===== src/rtl/upc_pkg.sv =====
// Shared types and code constants for the U/P/C scanner front end.
package upc_pkg;

    typedef enum logic {
        IDLE = 1'b0,
        SHOW = 1'b1
    } upc_state_t;

    localparam logic [2:0] BLANK_CODE     = 3'b111;
    localparam logic [2:0] NO_ITEM_CODE_A = 3'b010;
    localparam logic [2:0] NO_ITEM_CODE_B = 3'b111;

    function automatic logic is_no_item(input logic [2:0] code);
        return (code == NO_ITEM_CODE_A) || (code == NO_ITEM_CODE_B);
    endfunction

endpackage


===== src/rtl/key_debounce.sv =====
// Synchronizes and debounces the active-low scan key and emits a one-cycle
// strobe when the debounced level goes from released to pressed.
module key_debounce #(
    parameter int DEBOUNCE_CYCLES = 500000
) (
    input  logic clk,
    input  logic reset,
    input  logic din_n,
    output logic press_pulse
);

    localparam int               CNT_W    = $clog2(DEBOUNCE_CYCLES) + 1;
    localparam logic [CNT_W-1:0] CNT_LAST = CNT_W'(DEBOUNCE_CYCLES - 1);

    logic             sync1_n;
    logic             sync2_n;
    logic             deb_n;
    logic             deb_prev_n;
    logic [CNT_W-1:0] cnt;
    logic [1:0]       settle;
    logic             armed;

    always_ff @(posedge clk or posedge reset) begin
        if (reset) begin
            sync1_n <= 1'b1;
            sync2_n <= 1'b1;
        end else begin
            sync1_n <= din_n;
            sync2_n <= sync1_n;
        end
    end

    // Mismatch run counter; the accepted level flips once the run reaches the window.
    always_ff @(posedge clk or posedge reset) begin
        if (reset) begin
            cnt   <= '0;
            deb_n <= 1'b1;
        end else if (sync2_n == deb_n) begin
            cnt <= '0;
        end else if (cnt >= CNT_LAST) begin
            deb_n <= sync2_n;
            cnt   <= '0;
        end else begin
            cnt <= cnt + 1'b1;
        end
    end

    // Presses count only after the key has been seen released once the
    // synchronizer holds real samples, so a key held through reset is ignored.
    always_ff @(posedge clk or posedge reset) begin
        if (reset) begin
            deb_prev_n  <= 1'b1;
            settle      <= 2'd0;
            armed       <= 1'b0;
            press_pulse <= 1'b0;
        end else begin
            deb_prev_n <= deb_n;
            if (settle != 2'd2) begin
                settle <= settle + 2'd1;
            end
            armed       <= armed | ((settle == 2'd2) & sync2_n & deb_n);
            press_pulse <= armed & ~deb_n & deb_prev_n;
        end
    end

endmodule


===== src/rtl/upc_scanner.sv =====
// Captures the synchronized item code on each debounced scan press and holds
// it for a fixed time before blanking the display code.
module upc_scanner
    import upc_pkg::*;
#(
    parameter int DEBOUNCE_CYCLES = 500000,
    parameter int HOLD_CYCLES     = 250000000
) (
    input  logic       clk,
    input  logic       reset,
    input  logic [2:0] sw_upc,
    input  logic       scan_n,
    output logic       U,
    output logic       P,
    output logic       C,
    output logic       upc_valid,
    output logic       scan_pulse,
    output logic       invalid_code
);

    localparam int                HOLD_W    = $clog2(HOLD_CYCLES) + 1;
    localparam logic [HOLD_W-1:0] HOLD_LAST = HOLD_W'(HOLD_CYCLES - 1);

    logic [2:0]        sw_sync1;
    logic [2:0]        sw_sync2;
    logic              press;
    upc_state_t        state;
    upc_state_t        state_next;
    logic [2:0]        code;
    logic [2:0]        code_next;
    logic              valid_next;
    logic              pulse_next;
    logic              invalid_next;
    logic [HOLD_W-1:0] hold_cnt;
    logic [HOLD_W-1:0] hold_next;

    always_ff @(posedge clk or posedge reset) begin
        if (reset) begin
            sw_sync1 <= 3'b000;
            sw_sync2 <= 3'b000;
        end else begin
            sw_sync1 <= sw_upc;
            sw_sync2 <= sw_sync1;
        end
    end

    key_debounce #(
        .DEBOUNCE_CYCLES(DEBOUNCE_CYCLES)
    ) u_key (
        .clk        (clk),
        .reset      (reset),
        .din_n      (scan_n),
        .press_pulse(press)
    );

    always_ff @(posedge clk or posedge reset) begin
        if (reset) begin
            state        <= IDLE;
            code         <= BLANK_CODE;
            upc_valid    <= 1'b0;
            scan_pulse   <= 1'b0;
            invalid_code <= 1'b0;
            hold_cnt     <= '0;
        end else begin
            state        <= state_next;
            code         <= code_next;
            upc_valid    <= valid_next;
            scan_pulse   <= pulse_next;
            invalid_code <= invalid_next;
            hold_cnt     <= hold_next;
        end
    end

    always_comb begin
        state_next = state;
        case (state)
            IDLE: if (press) state_next = SHOW;
            SHOW: if (!press && hold_cnt >= HOLD_LAST) state_next = IDLE;
            default: state_next = IDLE;
        endcase
    end

    // A press always wins over the hold timeout in the same cycle.
    always_comb begin
        code_next  = code;
        valid_next = upc_valid;
        pulse_next = 1'b0;
        hold_next  = hold_cnt;
        if (press) begin
            code_next  = sw_sync2;
            valid_next = 1'b1;
            pulse_next = 1'b1;
            hold_next  = '0;
        end else if (state == SHOW) begin
            if (hold_cnt >= HOLD_LAST) begin
                code_next  = BLANK_CODE;
                valid_next = 1'b0;
                hold_next  = '0;
            end else begin
                hold_next = hold_cnt + 1'b1;
            end
        end
        invalid_next = valid_next & is_no_item(code_next);
    end

    assign {U, P, C} = code;

endmodule


===== config.mk =====
export PLATFORM = sky130hd
export DESIGN_NAME = upc_scanner
export DESIGN_NICKNAME = d
export VERILOG_FILES = /design/src/rtl/upc_pkg.sv /design/src/rtl/key_debounce.sv /design/src/rtl/upc_scanner.sv
export SDC_FILE = /design/constraint.sdc
export NUM_CORES = 1
export LEC_CHECK = 0
export ABC_AREA = 1
export BUFFER_PORTS_ARGS = -buffer_cell sky130_fd_sc_hd__buf_2
export CORE_ASPECT_RATIO = 1.1
export CORE_MARGIN = 2
export CORE_UTILIZATION = 45
export DETAILED_ROUTE_END_ITERATION = 6
export PLACE_DENSITY = 0.63
export SYNTH_ARGS = -nofsm -noshare
export SYNTH_HDL_FRONTEND = slang
export SYNTH_HIERARCHICAL = 1
export SYNTH_SLANG_ARGS = --single-unit

===== constraint.sdc =====
create_clock -name clk -period 3.3 [get_ports clk]
set_clock_uncertainty 0.1 [all_clocks]
set_input_delay 0 -clock clk [delete_from_list [all_inputs] [get_ports clk]]
set_output_delay 0 -clock clk [all_outputs]
set_load 0.01 [all_outputs]

# Word level (Yosys, flattened, before mapping)
# Cells that the tools add are included.
[totals] elab_cells=54 ff_bits=70
[classes] order_cmp=2 mux=14 reduce_logical=5 n_eq_ne=5 n_addsub=3 bitwise_logic=9
[ops] op="2-to-1 mux 29 bit" count=3
[ops] op="2-to-1 mux 20 bit" count=2
[ops] op="adder 29 x 1 -> 29 bit, second input constant" count=1
[ops] op=">= comparator 29 x 28 -> 1 bit, second input constant" count=1
[ops] op="adder 20 x 1 -> 20 bit, second input constant" count=1
[ops] op=">= comparator 20 x 19 -> 1 bit, second input constant" count=1
[ops] op="2-to-1 mux 3 bit" count=3
[ops] op="AND 1 bit" count=5
[ops] op="2-to-1 mux 1 bit" count=5
[ops] op="equality test 3 x 2 -> 1 bit, second input constant" count=1
[ops] op="equality test 3 bit, second input constant" count=1
[ops] op="NOT 1 bit" count=3
[ops] op="adder 2 x 1 -> 2 bit, second input constant" count=1
[ops] op="equality test 2 bit, second input constant" count=1
[ops] op="inequality test 2 bit, second input constant" count=1
[ops] op="one-hot mux 1 bit (2 select lines)" count=1
[ops] op="AND reduction 2 bit" count=1
[ops] op="nonzero test 2 bit" count=1
[ops] op="equality test 1 bit" count=1
[ops] op="logical AND 1 bit" count=1
[ops] op="zero test 1 bit" count=1
[ops] op="logical OR 1 bit" count=1
[ops] op="OR 1 bit" count=1

# Logic depth before layout (Yosys ltp)
# Gate-level depths: netlist (run 1).
[depth] ltp_word=7 ltp_mapped=14 mapped_depth_nobuf=13

# Cells and area by module
# Netlist (run 1), hierarchy kept.
[modules_own_cells] mod="upc_scanner" n_inst=1 seq_area_each_um2=1054.8 cells_per_inst=310 area_each_um2=2509.9
[modules_own_cells] mod="key_debounce" n_inst=1 seq_area_each_um2=705.7 cells_per_inst=170 area_each_um2=1450.1

# Worst setup path before layout (run 1)
# OpenSTA, ideal clock, no wires.
[synth_path] path_kind="flip-flop to flip-flop" startpoint="register hold_cnt[0]" endpoint="register hold_cnt[25]" required_ns=3.068 path_stages_with_launch=12 arrival_ns=1.454 path_slack_ns=1.614 path_cell_list="dfrtp_1 ha_1 nand2_2 nor2_4 nand3_2 nor2_1 nand2_1 nand3_2 nor2_1 nand2_2 buf_6 o22ai_2"
[synth_between] elab_chain_cells=4
[synth_lines] element="start: declaration" line_no="upc_scanner.sv:34" rtl="logic [HOLD_W-1:0] hold_cnt;"
[synth_lines] element="start signal: assignment" line_no="upc_scanner.sv:70" rtl="hold_cnt <= hold_next;"
[synth_lines] element="adder 29 x 1 -> 29 bit or >= comparator 29 x 28 -> 1 bit (tied branches)" line_no="upc_scanner.sv:100, upc_scanner.sv:95"
[synth_lines] element="2-to-1 mux 29 bit (*)" line_no="upc_scanner.sv:95" rtl="if (hold_cnt >= HOLD_LAST) begin"
[synth_lines] element="2-to-1 mux 29 bit (*)" line_no="upc_scanner.sv:94" rtl="end else if (state == SHOW) begin"
[synth_lines] element="2-to-1 mux 29 bit (*)" line_no="upc_scanner.sv:89" rtl="if (press) begin"
# Every way passes the cells marked *; elsewhere a longest branch is shown, timed or not. The select of a mux whose other input is x is not followed.
# A chain may end at the register's enable or synchronous reset.

# Worst setup path after layout (run 1)
[layout_path] startpoint="register hold_cnt[0]" endpoint="register hold_cnt[27]"
# The elaborated chain is that of the path after synthesis.

==> metrics.txt, run 1 <==
die area roughly 0.0096 mm²; vias in the first global route 3041; DRT Wirelength 7970 µm; Worst-Margin Slew between 1 and 1.5 ns; syn nets approximately 500; initial antenna violation count 0; initial drt markers approximately 150; Area contributors post-synth dfrtp_1 (40%), nand2_1 (9.6%), nor2_1 (6.4%), xor2_1 (6.0%), inv_1 (5.5%); largest net degree at the start of global routing 29; initial core utilization between 40% and 50%; crit path DAT roughly 2.5 ns; Setup crit end kind flop; run status finished, final reports clean; Core Region around 0.0085 mm²; fmax between 0.4 and 0.5 GHz; Vias/cell 4.92; Worst Hold Depth 2; Crit path required time approximately 3.4 ns; Fin Setup TNS 0 ns; first-pass GRT wire length between 10000 and 15000 µm; port bufs 11; CTS sink count 70; commonest non-fill, non-tap cell in the layout nand2_1; TritonCTS clock tree done; Syn. warnings 6; post-CTS setup buffer count 0; top-area cell type share of the netlist area 39.8%; R2R depth 12; Synth Area per Inst roughly 8.3 µm²; Final nets 508; CTS buffer count 9; Die Y about 100 µm; most frequent cells in the layout nand2_1 (101), nor2_1 (68), dfrtp_1 (63), inv_1 (58), xor2_1 (27); clk root buf clkbuf_8; VDD IR max 0.000230 V; Hold WS ~0.19 ns; H-tree depth 3; Yosys cell types 38; min cycle time layout 2.36 ns; layout cells sized above 1 18.8%; PwrDens approximately 450 mW/mm²; CP Max Fanout 24; antenna-violating nets left 0; Final setup viols 0; RSZ-0062 raised after global routing false; via count 3023; ANT cells 0; Slowest cell on crit path nand2_2; worst hold path class input pin to flop; Max Buffers Root-to-Sink 2; number of max-cap violations 0; Clk pin slew, worst setup/hold paths 0.08 ns; die extent in x ~93 µm; I/O pin cnt 12; Mapped Area roughly 0.0040 mm²; period utilization a little under three quarters; # DRC 0; CP Cell Sequence ha_1 > nand2_2 > nor2_4 > nand3_2 > nor2_1 > nand2_1 > nand3_2 > nor2_1 > nand2_2 > inv_2 > nand2_1 > o21ai_0; synthesis-to-layout area growth 9.76%; Setup Crit Path Kind flop to flop; DRT Pass-1 Iters 4; Final Hold Violating Endpoints 0; GR Util All Layers 18.4%; Worst slew margin 30.7%; cell taking the most area after synthesis dfrtp_1; num rows 35; Worst-Skew Late Latency 0.35 ns; DP HPWL around 5600 µm; CP Launch Type flop; Leak roughly 1.9 nW; Mapped Cells 480; total global routing overflow 0; sequential-to-total area share from yosys stat 44.5%; gpl congestion roughly 0.89; max-slew violation count 0; WL per Instance ~13 µm; #FFs+latches synth 70; Slowest Stage Delay on Critical Path around 0.47 ns
==> critical path, delay by kind of cell (launching register included) <==
kind,cells,cell delay (ns)
AO/OA/AOI/OAI,1,0.08
flip-flops,1,0.39
AND/OR/NAND/NOR,9,1.25
buffers and inverters,1,0.15
adder cells (fa/ha/maj),1,0.22
==> kinds of logic after synthesis <==
logic type / count (synthesis) / synth area share, %
and+or+nand+nor: 253 / 30.0
other: 1 / 0.0947
AOI/OAI and AO/OA: 46 / 8.40
buffers and inverters: 73 / 8.34
adders and majority gates: 3 / 0.948
DFF: 70 / 44.5
xor gates and xnor gates: 34 / 7.71
==> final cells by class <==
type,count,area [µm²]
Inverter,63,236
Timing Repair Buffer,18,120
Fill cell,786,4110
Sequential cell,70,1760
Tap cell,111,139
Multi-Input combinational cell,337,1870
Clock inverter,6,93.8
Clock buffer,10,128
==> metal layers <==
metal / wire [µm] / track usage (%)
met1: 3680 / 22.9
met2: 3900 / 31.0
met3: 205 / 3.02
met4: 177 / 9.16
met5: 0 / 0
==> cell usage after synthesis <==
master,instances
xor2_1,27
inv_1,58
a21oi_2,3
o21ai_1,3
nor3_2,2
o22ai_1,8
nor3b_1,1
nand4_1,10
nand3_4,1
a31o_2,1
nor2_4,3
a21oi_1,6
nand2_4,1
conb_1,1
nand2_1,101
nor2_2,15
xnor2_1,6
o31ai_1,1
o21ai_0,12
nand3b_1,1
inv_2,5
nand3_1,25
nor3_1,7
nand3_2,6
o21ai_2,4
xor2_2,1
nor4_1,2
clkbuf_1,2
nand4_2,1
nor2_1,68
buf_12,1
buf_2,2
ha_1,3
o22ai_2,8
dfstp_2,7
buf_6,5
dfrtp_1,63
nand2_2,9
==> where the power goes <==
group / internal (W) / switching [W] / leakage (nW) / total (W)
Sequential: 0.000919 / 0.0000464 / 0.906 / 0.000966
Combinational: 0.0000803 / 0.000137 / 0.867 / 0.000217
Clock: 0.000432 / 0.000340 / 0.107 / 0.000773
==> through the flow <==
| stage | area, µm² | utilization [%] | worst slack, ns | instances | power (W) |
|---|---|---|---|---|---|
| 5_1_grt | 4350 | 51.4 | 0.719 | 615 | 0.00206 |
| 4_1_cts | 4350 | 51.4 | 0.920 | 615 | 0.00198 |
| 3_5_place_dp | 4080 | 48.2 | 0.941 | 594 | 0.00119 |
| 3_3_place_gp | 4080 | 48.2 | 1.02 | 594 | 0.00119 |
| 6_report | 4350 | 51.4 | 0.941 | 615 | 0.00196 |
| 2_1_floorplan | 3960 | - | 1.61 | 480 | 0.00115 |
==> registers in the layout, indices dropped and copies added, names as in the netlist <==
| register | flops |
|---|---|
| invalid_code | 1 |
| u_key/sync2_n | 1 |
| u_key/deb_prev_n | 1 |
| u_key/settle | 2 |
| upc_valid | 1 |
| sw_sync2 | 3 |
| scan_pulse | 1 |
| sw_sync1 | 3 |
| u_key/sync1_n | 1 |
| code | 3 |
| u_key/cnt | 20 |
| u_key/press_pulse | 1 |
| state | 1 |
| u_key/deb_n | 1 |
| u_key/armed | 1 |
| hold_cnt | 29 |
==> path summary, 6_finish.rpt <==
| check | slack (ns) | end | startpoint |
|---|---|---|---|
| max | 0.94 | hold_cnt[27] | hold_cnt[0] |
| min | 0.19 | sw_sync1[0] | sw_upc[0] |
| max reg2reg | 0.94 | hold_cnt[27] | hold_cnt[0] |
| min reg2reg | 0.26 | sw_sync2[0] | sw_sync1[0] |
| max in group asynchronous | 1.93 | hold_cnt[17] | reset |
| min in group asynchronous | 0.34 | sw_sync1[1] | reset |
==> what timing repair did <==
| item | 4_1_cts | 5_1_grt |
|---|---|---|
| hold endpoints to repair | 50 | 0 |
| gates resized for setup | 0 | 0 |
| hold buffers | 5 | 0 |
Note: power is estimated with default switching activity, not from simulation.
==> inputs of run 2 (changes only) <==
ABC_AREA = 0   (was 1)
clock period = 2.4 ns   (was 3.3 ns; I/O delays follow)
==> run 2 against run 1 <==
Net effect:
- the flow now finishes with violations (setup timing)
- synthesized area decreased by 8.6%
- global-route usage increased by 0.48 points
- final cell count decreased by 12%
- sequential share of layout area increased by 0.81 points
- register-to-register slack got worse by 1.0 ns
- largest cell class is now flip-flops and latches
- highest routed layer unchanged
==> metrics.txt, run 2 <==
# DRC 0 (unchanged); CTS sink count 70 (unchanged); total global routing overflow 0 (unchanged); Final nets 436 (-14%); I/O pin cnt 12 (unchanged); sequential-to-total area share from yosys stat 48.6% (+4.2 points); run status finished with violations; crit-path leading delay family simple AND/OR/NAND/NOR gates; total stage count of the critical path 5 (-7); CTS buffer count 9 (unchanged); biggest regs hold_cnt: 29 flops, u_key/cnt: 20 flops; Synth top cells by count dfrtp_1 (63), nand2_1 (44), nand3_1 (25), nor2_1 (23), a21oi_1 (20); reg2reg start hold_cnt[7]; VDD IR max 0.000289 V (+25%); Clk pin slew, worst setup/hold paths 0.07 ns (about the same); DP HPWL 5130 µm (-8.1%); initial antenna violation count 0 (unchanged); total power 0.00251 W (+28%); largest net degree at the start of global routing 43 (+48%); Main synth FF type dfrtp_1; Largest Register hold_cnt; Fin Setup TNS -0.458 ns (-0.458 ns); most frequent cells in the layout dfrtp_1 (63), nand2_1 (44), buf_4 (43), nand3_1 (25), nor2_1 (23); layout cells sized above 1 21.8% (+3.0 points); asr flop ratio synth 100% (unchanged); initial core utilization 46.0% (-0.84 points); cell repeated most along the worst path or4_1; Mapped Cells 376 (-22%); Worst-Margin Slew 0.951 ns (-0.0876 ns); Yosys cell types 61 (+61%); simple-gate share of the synthesized area 28.2% (-1.9 points); gpl congestion 0.801 (-9.9%); min cycle time layout 2.49 ns (+0.130 ns); WL per Instance 14.1 µm (+8.9%); syn nets 385 (-21%); worst hold path class input pin to flop; Setup Crit Path Kind flop to flop; synthesis-to-layout area growth 17.7%; CP Max Fanout 8 (-67%); DRT Pass-1 Iters 4 (unchanged); most frequent cell after synthesis dfrtp_1; max-slew violation count 0 (unchanged); adder-cell share of the synthesized area 1.04% (+0.089 points); Worst slew margin 36.6% (+5.8 points); Setup crit end kind flop; #FFs+latches synth 70 (unchanged); number of max-cap violations 0 (unchanged); vias in the first global route 2907 (-4.4%); fmax 0.402 GHz (-5.2%); Leak 1.77 nW (-5.9%); die extent in x 89.5 µm (-4.2%); Worst-Skew Late Latency 0.34 ns (about the same); cell taking the most area after synthesis dfrtp_1; top-area cell type share of the netlist area 43.5% (+3.7 points); worst setup margin -0.0898 ns (-1.03 ns); Compound-Gate Fraction of Synth Area 12.4% (+4.0 points); ANT cells 0 (unchanged); Buf/Inv on CP 0 (-1); clk root buf clkbuf_8; antenna-violating nets left 0 (unchanged); Synth Area per Inst 9.63 µm² (+17%); crit path DAT 2.65 ns (+0.19 ns); commonest non-fill, non-tap cell in the layout dfrtp_1; DRT Wirelength 7600 µm (-4.6%); initial drt markers 127 (-14%); Syn. warnings 6 (unchanged); first-pass GRT wire length 13100 µm (-5.1%); port bufs 11 (unchanged); worst r2r dst hold_cnt[26]; Die Y 98.1 µm (-4.2%); Slowest Stage Delay on Critical Path 0.53 ns (+0.06 ns); Post-synth EDFFs 0 (unchanged); TritonCTS clock tree done; die area 0.00878 mm² (-8.2%); RSZ-0062 raised after global routing true; Final Hold Violating Endpoints 0 (unchanged); CP Launch Type flop; number of flip-flops in the largest register 29 (unchanged); PwrDens 588 mW/mm² (+31%); Final setup viols 8 (+8); worst setup path endpoint hold_cnt[26]; CP Cell Sequence or4_1 > o2111a_2 > or4_4 > or4_1 > a31oi_1; multiplexer area fraction after synthesis 1.14% (+1.1 points); via count 2945 (-2.6%); Core Region 0.00787 mm² (-6.9%); Area contributors post-synth dfrtp_1 (44%), dfstp_2 (5.1%), nand2_1 (4.6%), nand3_1 (3.5%), a21oi_1 (2.8%); Max Buffers Root-to-Sink 2 (unchanged); failing checks setup timing; largest family of logic cells by synthesized area simple AND/OR/NAND/NOR gates; FF-to-FF setup slack -0.09 ns (-1.03 ns); CP Launch Point hold_cnt[7]; Slowest cell on crit path or4_1; R2R depth 5 (-7); period utilization 104% (+32 points); num rows 34 (-2.9%); Crit path required time 2.56 ns (-0.84 ns); H-tree depth 3 (unchanged); GR Util All Layers 18.8% (+0.48 points); Vias/cell 5.46 (+11%); Mapped Area 0.00362 mm² (-8.6%); Post-Synth XOR/XNOR Area 3.63% (-4.1 points)
## run 2: cell count changes in the layout (fill, tap and decap cells not counted), sizes merged, moves of 7 or more
cell   change
a21oi     +12
o22ai     -16
buf       +41
inv       -58
or3       +11
xor2      -20
or4       +16
nor2      -63
and3       +7
a31oi     +14
nand2     -67
## run 2: report_power, final
group / switching, W / internal [W] / leakage (nW)
registers: 0.0000554 / 0.00126 / 0.908
logic: 0.000131 / 0.000120 / 0.764
clock network: 0.000409 / 0.000533 / 0.0968
total: 0.000596 / 0.00191 / 1.77
## run 2: logic make-up after synthesis
group	count (synthesis)
AOI/OAI and AO/OA	71
xor gates and xnor gates	15
adders and majority gates	3
buffers and inverters	28
DFF	70
muxes	4
other	1
and+or+nand+nor	184
## run 2: layer usage
layer,wire length (µm),vias to the layer above,track usage [%]
met2,3880,24,31.2
met4,82,0,5.74
met5,0,-,0
li1,-,1481,-
met3,147,7,4.06
met1,3480,1433,24.4
## run 2: stage by stage
step                      util (%)  instances  hold WS, ns  setup slack, ns  instance area (µm²)
final                         54.1        539        0.202          -0.0898                 4260
after global routing          54.1        539        0.188           -0.195                 4260
after CTS                     54.0        539        0.183          -0.0851                 4250
after detailed placement      50.4        515      0.00615           -0.137                 3970
after global placement        50.4        515      0.00531           -0.116                 3970
after floorplan                  -        376      -0.0955           -0.150                 3630
## run 2: how the worst min path moves through the flow
stage	from	end	slack (ns)	depth (start not counted)
final	sw_upc[1]	sw_sync1[1]	0.20	2
after global routing	scan_n	u_key/sync1_n	0.19	2
after CTS	scan_n	u_key/sync1_n	0.18	2
after detailed placement	scan_n	u_key/sync1_n	0.006	1
after global placement	scan_n	u_key/sync1_n	0.005	1
after floorplan	scan_n	u_key/sync1_n	-0.1	0
## run 2: repair_timing
item                                    in CTS  in global routing
hold buffers                                 5                  0
buffers inserted                             3                  0
endpoints found under the setup margin       9                 19
gates cloned                                 1                  0
hold endpoints to repair                    67                  0
pin swaps                                    2                  4
resized for setup                            2                  3
## run 2: layout make-up
cell class | count | area (µm²)
tap | 108 | 135
multi-input combinational | 279 | 1720
sequential | 70 | 1760
clock buffer | 14 | 163
clock inverter | 1 | 30.0
fill | 738 | 3610
inverter | 8 | 30.0
timing repair buffer | 59 | 428
## run 2: worst reg2reg max path: cells and delay by family (launching register included)
| kind | cells | cell delay, ns |
|---|---|---|
| AND/OR/NAND/NOR | 3 | 1.54 |
| AO/OA/AOI/OAI | 2 | 0.40 |
| flip-flops | 1 | 0.37 |
==> inputs of run 3 (changes only) <==
CTS_BUF_LIST = sky130_fd_sc_hd__clkbuf_4 sky130_fd_sc_hd__clkbuf_8   (was unset)
==> run 3 against run 2 <==
Net effect:
- the flow still finishes with violations (setup timing)
- critical path type unchanged
- setup slack better by 0.00059 ns
- die area stayed put
- hold slack better by 0.0033 ns
- largest power group unchanged
- non-clock buffer count stayed put
==> metrics.txt, run 3 (synthesis gave the netlist of run 2 again) <==
run status finished with violations; failing checks setup timing; Logic pwr share 9.9% (about the same); Worst-Skew Late Latency 0.33 ns (about the same); vias in the first global route 2904 (-0.10%); TritonCTS clock tree done; largest net degree at the start of global routing 43 (unchanged); min cycle time layout 2.49 ns (-0.000585 ns); PwrDens 593 mW/mm² (+0.95%); Finished Layout Cells 539 (unchanged); worst hold path class input pin to flop; P_sw 0.000592 W (-0.60%); crit path DAT 2.65 ns (about the same); # DRC 0 (unchanged); Final nets 436 (unchanged); Slowest Stage Delay on Critical Path 0.53 ns (about the same); H-tree depth 3 (unchanged); Buf/Inv on CP 0 (unchanged); initial antenna violation count 0 (unchanged); initial drt markers 137 (+7.9%); DP HPWL 5130 µm (unchanged); Vias/cell 5.47 (about the same); layout cells sized above 1 22.5% (+0.70 points); commonest non-fill, non-tap cell in the layout dfrtp_1; die area 0.00878 mm² (unchanged); CTS sink count 70 (unchanged); R2R depth 5 (unchanged); number of max-cap violations 0 (unchanged); Fin Setup TNS -0.448 ns (+0.0102 ns); period utilization 104% (about the same); port bufs 11 (unchanged); ANT cells 0 (unchanged); cell repeated most along the worst path or4_1; CP Max Fanout 8 (unchanged); Worst Hold Depth 2 (unchanged); Crit path required time 2.56 ns (about the same); internal power 0.00194 W (+1.8%); Setup crit end kind flop; Final setup viols 8 (unchanged); clk root buf clkbuf_8; placed cell count 515 (unchanged); worst setup margin -0.0893 ns (+0.000585 ns); die extent in x 89.5 µm (unchanged); CTS buffer count 9 (unchanged); Final Hold Violating Endpoints 0 (unchanged); num rows 34 (unchanged); Clock power frac 38.4% (+0.8 points); antenna-violating nets left 0 (unchanged); share of power burned in registers 51.7% (-0.6 points); fmax 0.402 GHz (about the same); Die Y 98.1 µm (unchanged); Largest Register hold_cnt; synthesis-to-layout area growth 18.0%; Slowest cell on crit path or4_1; Core Region 0.00787 mm² (unchanged); RSZ-0062 raised after global routing true; gpl congestion 0.801 (unchanged); first-pass GRT wire length 13100 µm (about the same); WL per Instance 14.1 µm (-0.18%); Worst slew margin 36.1% (-0.44 points); most frequent cells in the layout dfrtp_1 (63), nand2_1 (44), buf_4 (43), nand3_1 (25), nor2_1 (23); via count 2946 (+0.034%); DRT Wirelength 7590 µm (-0.18%); Worst-Margin Slew 0.957 ns (+0.00653 ns); Clk pin slew, worst setup/hold paths 0.07 ns (about the same); crit-path leading delay family simple AND/OR/NAND/NOR gates; Setup Crit Path Kind flop to flop; total global routing overflow 0 (unchanged); biggest regs hold_cnt: 29 flops, u_key/cnt: 20 flops; Place WS -0.137 ns (unchanged); final design utilization 54.3% (+0.14 points); Hold WS 0.205 ns (+0.00334 ns); number of flip-flops in the largest register 29 (unchanged); max-slew violation count 0 (unchanged); switch share 23.4% (-0.43 points); I/O pin cnt 12 (unchanged); VDD IR max 0.000289 V (about the same); CP Cell Sequence or4_1 > o2111a_2 > or4_4 > or4_1 > a31oi_1; CP Launch Type flop; DRT Pass-1 Iters 4 (unchanged); Leak 1.78 nW (+0.58%); Max Buffers Root-to-Sink 2 (unchanged); initial core utilization 46.0% (unchanged); total stage count of the critical path 5 (unchanged); GR Util All Layers 18.8% (about the same)
run 3: cell types whose count changed in the layout (fill, tap and decap cells not counted):
cell | previous run | this run
clkbuf_1 | 3 | 0
clkbuf_4 | 0 | 3
run 3: what timing repair did:
action,CTS,global route
setup buffers,3,0
cloned,1,0
gates resized for setup,2,3
pin swaps,2,4
endpoints found under the setup margin,9,19
hold buffers,5,0
endpoints found under the hold margin,67,0
run 3: area by class of cell:
cell class,count,area (µm²)
clock inverters,1,30.0
inverters,8,30.0
multi-input cells,279,1720
clock buffers,14,174
fillers,733,3600
flip-flops and latches,70,1760
repair buffers,59,428
well taps,108,135
run 3: stage by stage:
stage	instance area, µm²	power (W)
3_3_place_gp	3970	0.00157
4_1_cts	4260	0.00257
5_1_grt	4270	0.00268
6_report	4270	0.00254
2_1_floorplan	3630	0.00148
3_5_place_dp	3970	0.00158
run 3: power by group through the flow:
stage	Combinational, W	Clock [W]	Sequential (W)
after floorplan	0.000151	0	0.00133
after global placement	0.000238	0	0.00133
after detailed placement	0.000244	0	0.00133
after CTS	0.000250	0.00101	0.00131
after global routing	0.000291	0.00106	0.00132
final	0.000251	0.000973	0.00131
run 3: worst paths after layout:
path	from	endpoint	slack, ns
max reg2reg	hold_cnt[7]	hold_cnt[26]	-0.09
max	hold_cnt[7]	hold_cnt[26]	-0.09
max in group asynchronous	reset	u_key/deb_n	1.17
min in group asynchronous	reset	hold_cnt[13]	0.23
min reg2reg	sw_sync1[0]	sw_sync2[0]	0.25
min	sw_upc[1]	sw_sync1[1]	0.20
run 3: worst register-to-register path, cell delays in order, from the launching register on:
cell	delay, ns
dfrtp_1	0.37
or4_1	0.51
o2111a_2	0.27
or4_4	0.50
or4_1	0.53
a31oi_1	0.13
run 3: per-layer routing:
| metal | part of all wire (%) | global-route usage [%] | up-vias | wire (µm) |
|---|---|---|---|---|
| li1 | - | - | 1483 | - |
| met1 | 46 | 24.4 | 1432 | 3460 |
| met2 | 51 | 31.2 | 25 | 3890 |
| met3 | 2.1 | 4.06 | 6 | 157 |
| met4 | 0.98 | 5.74 | 0 | 74 |
| met5 | 0 | 0 | - | 0 |
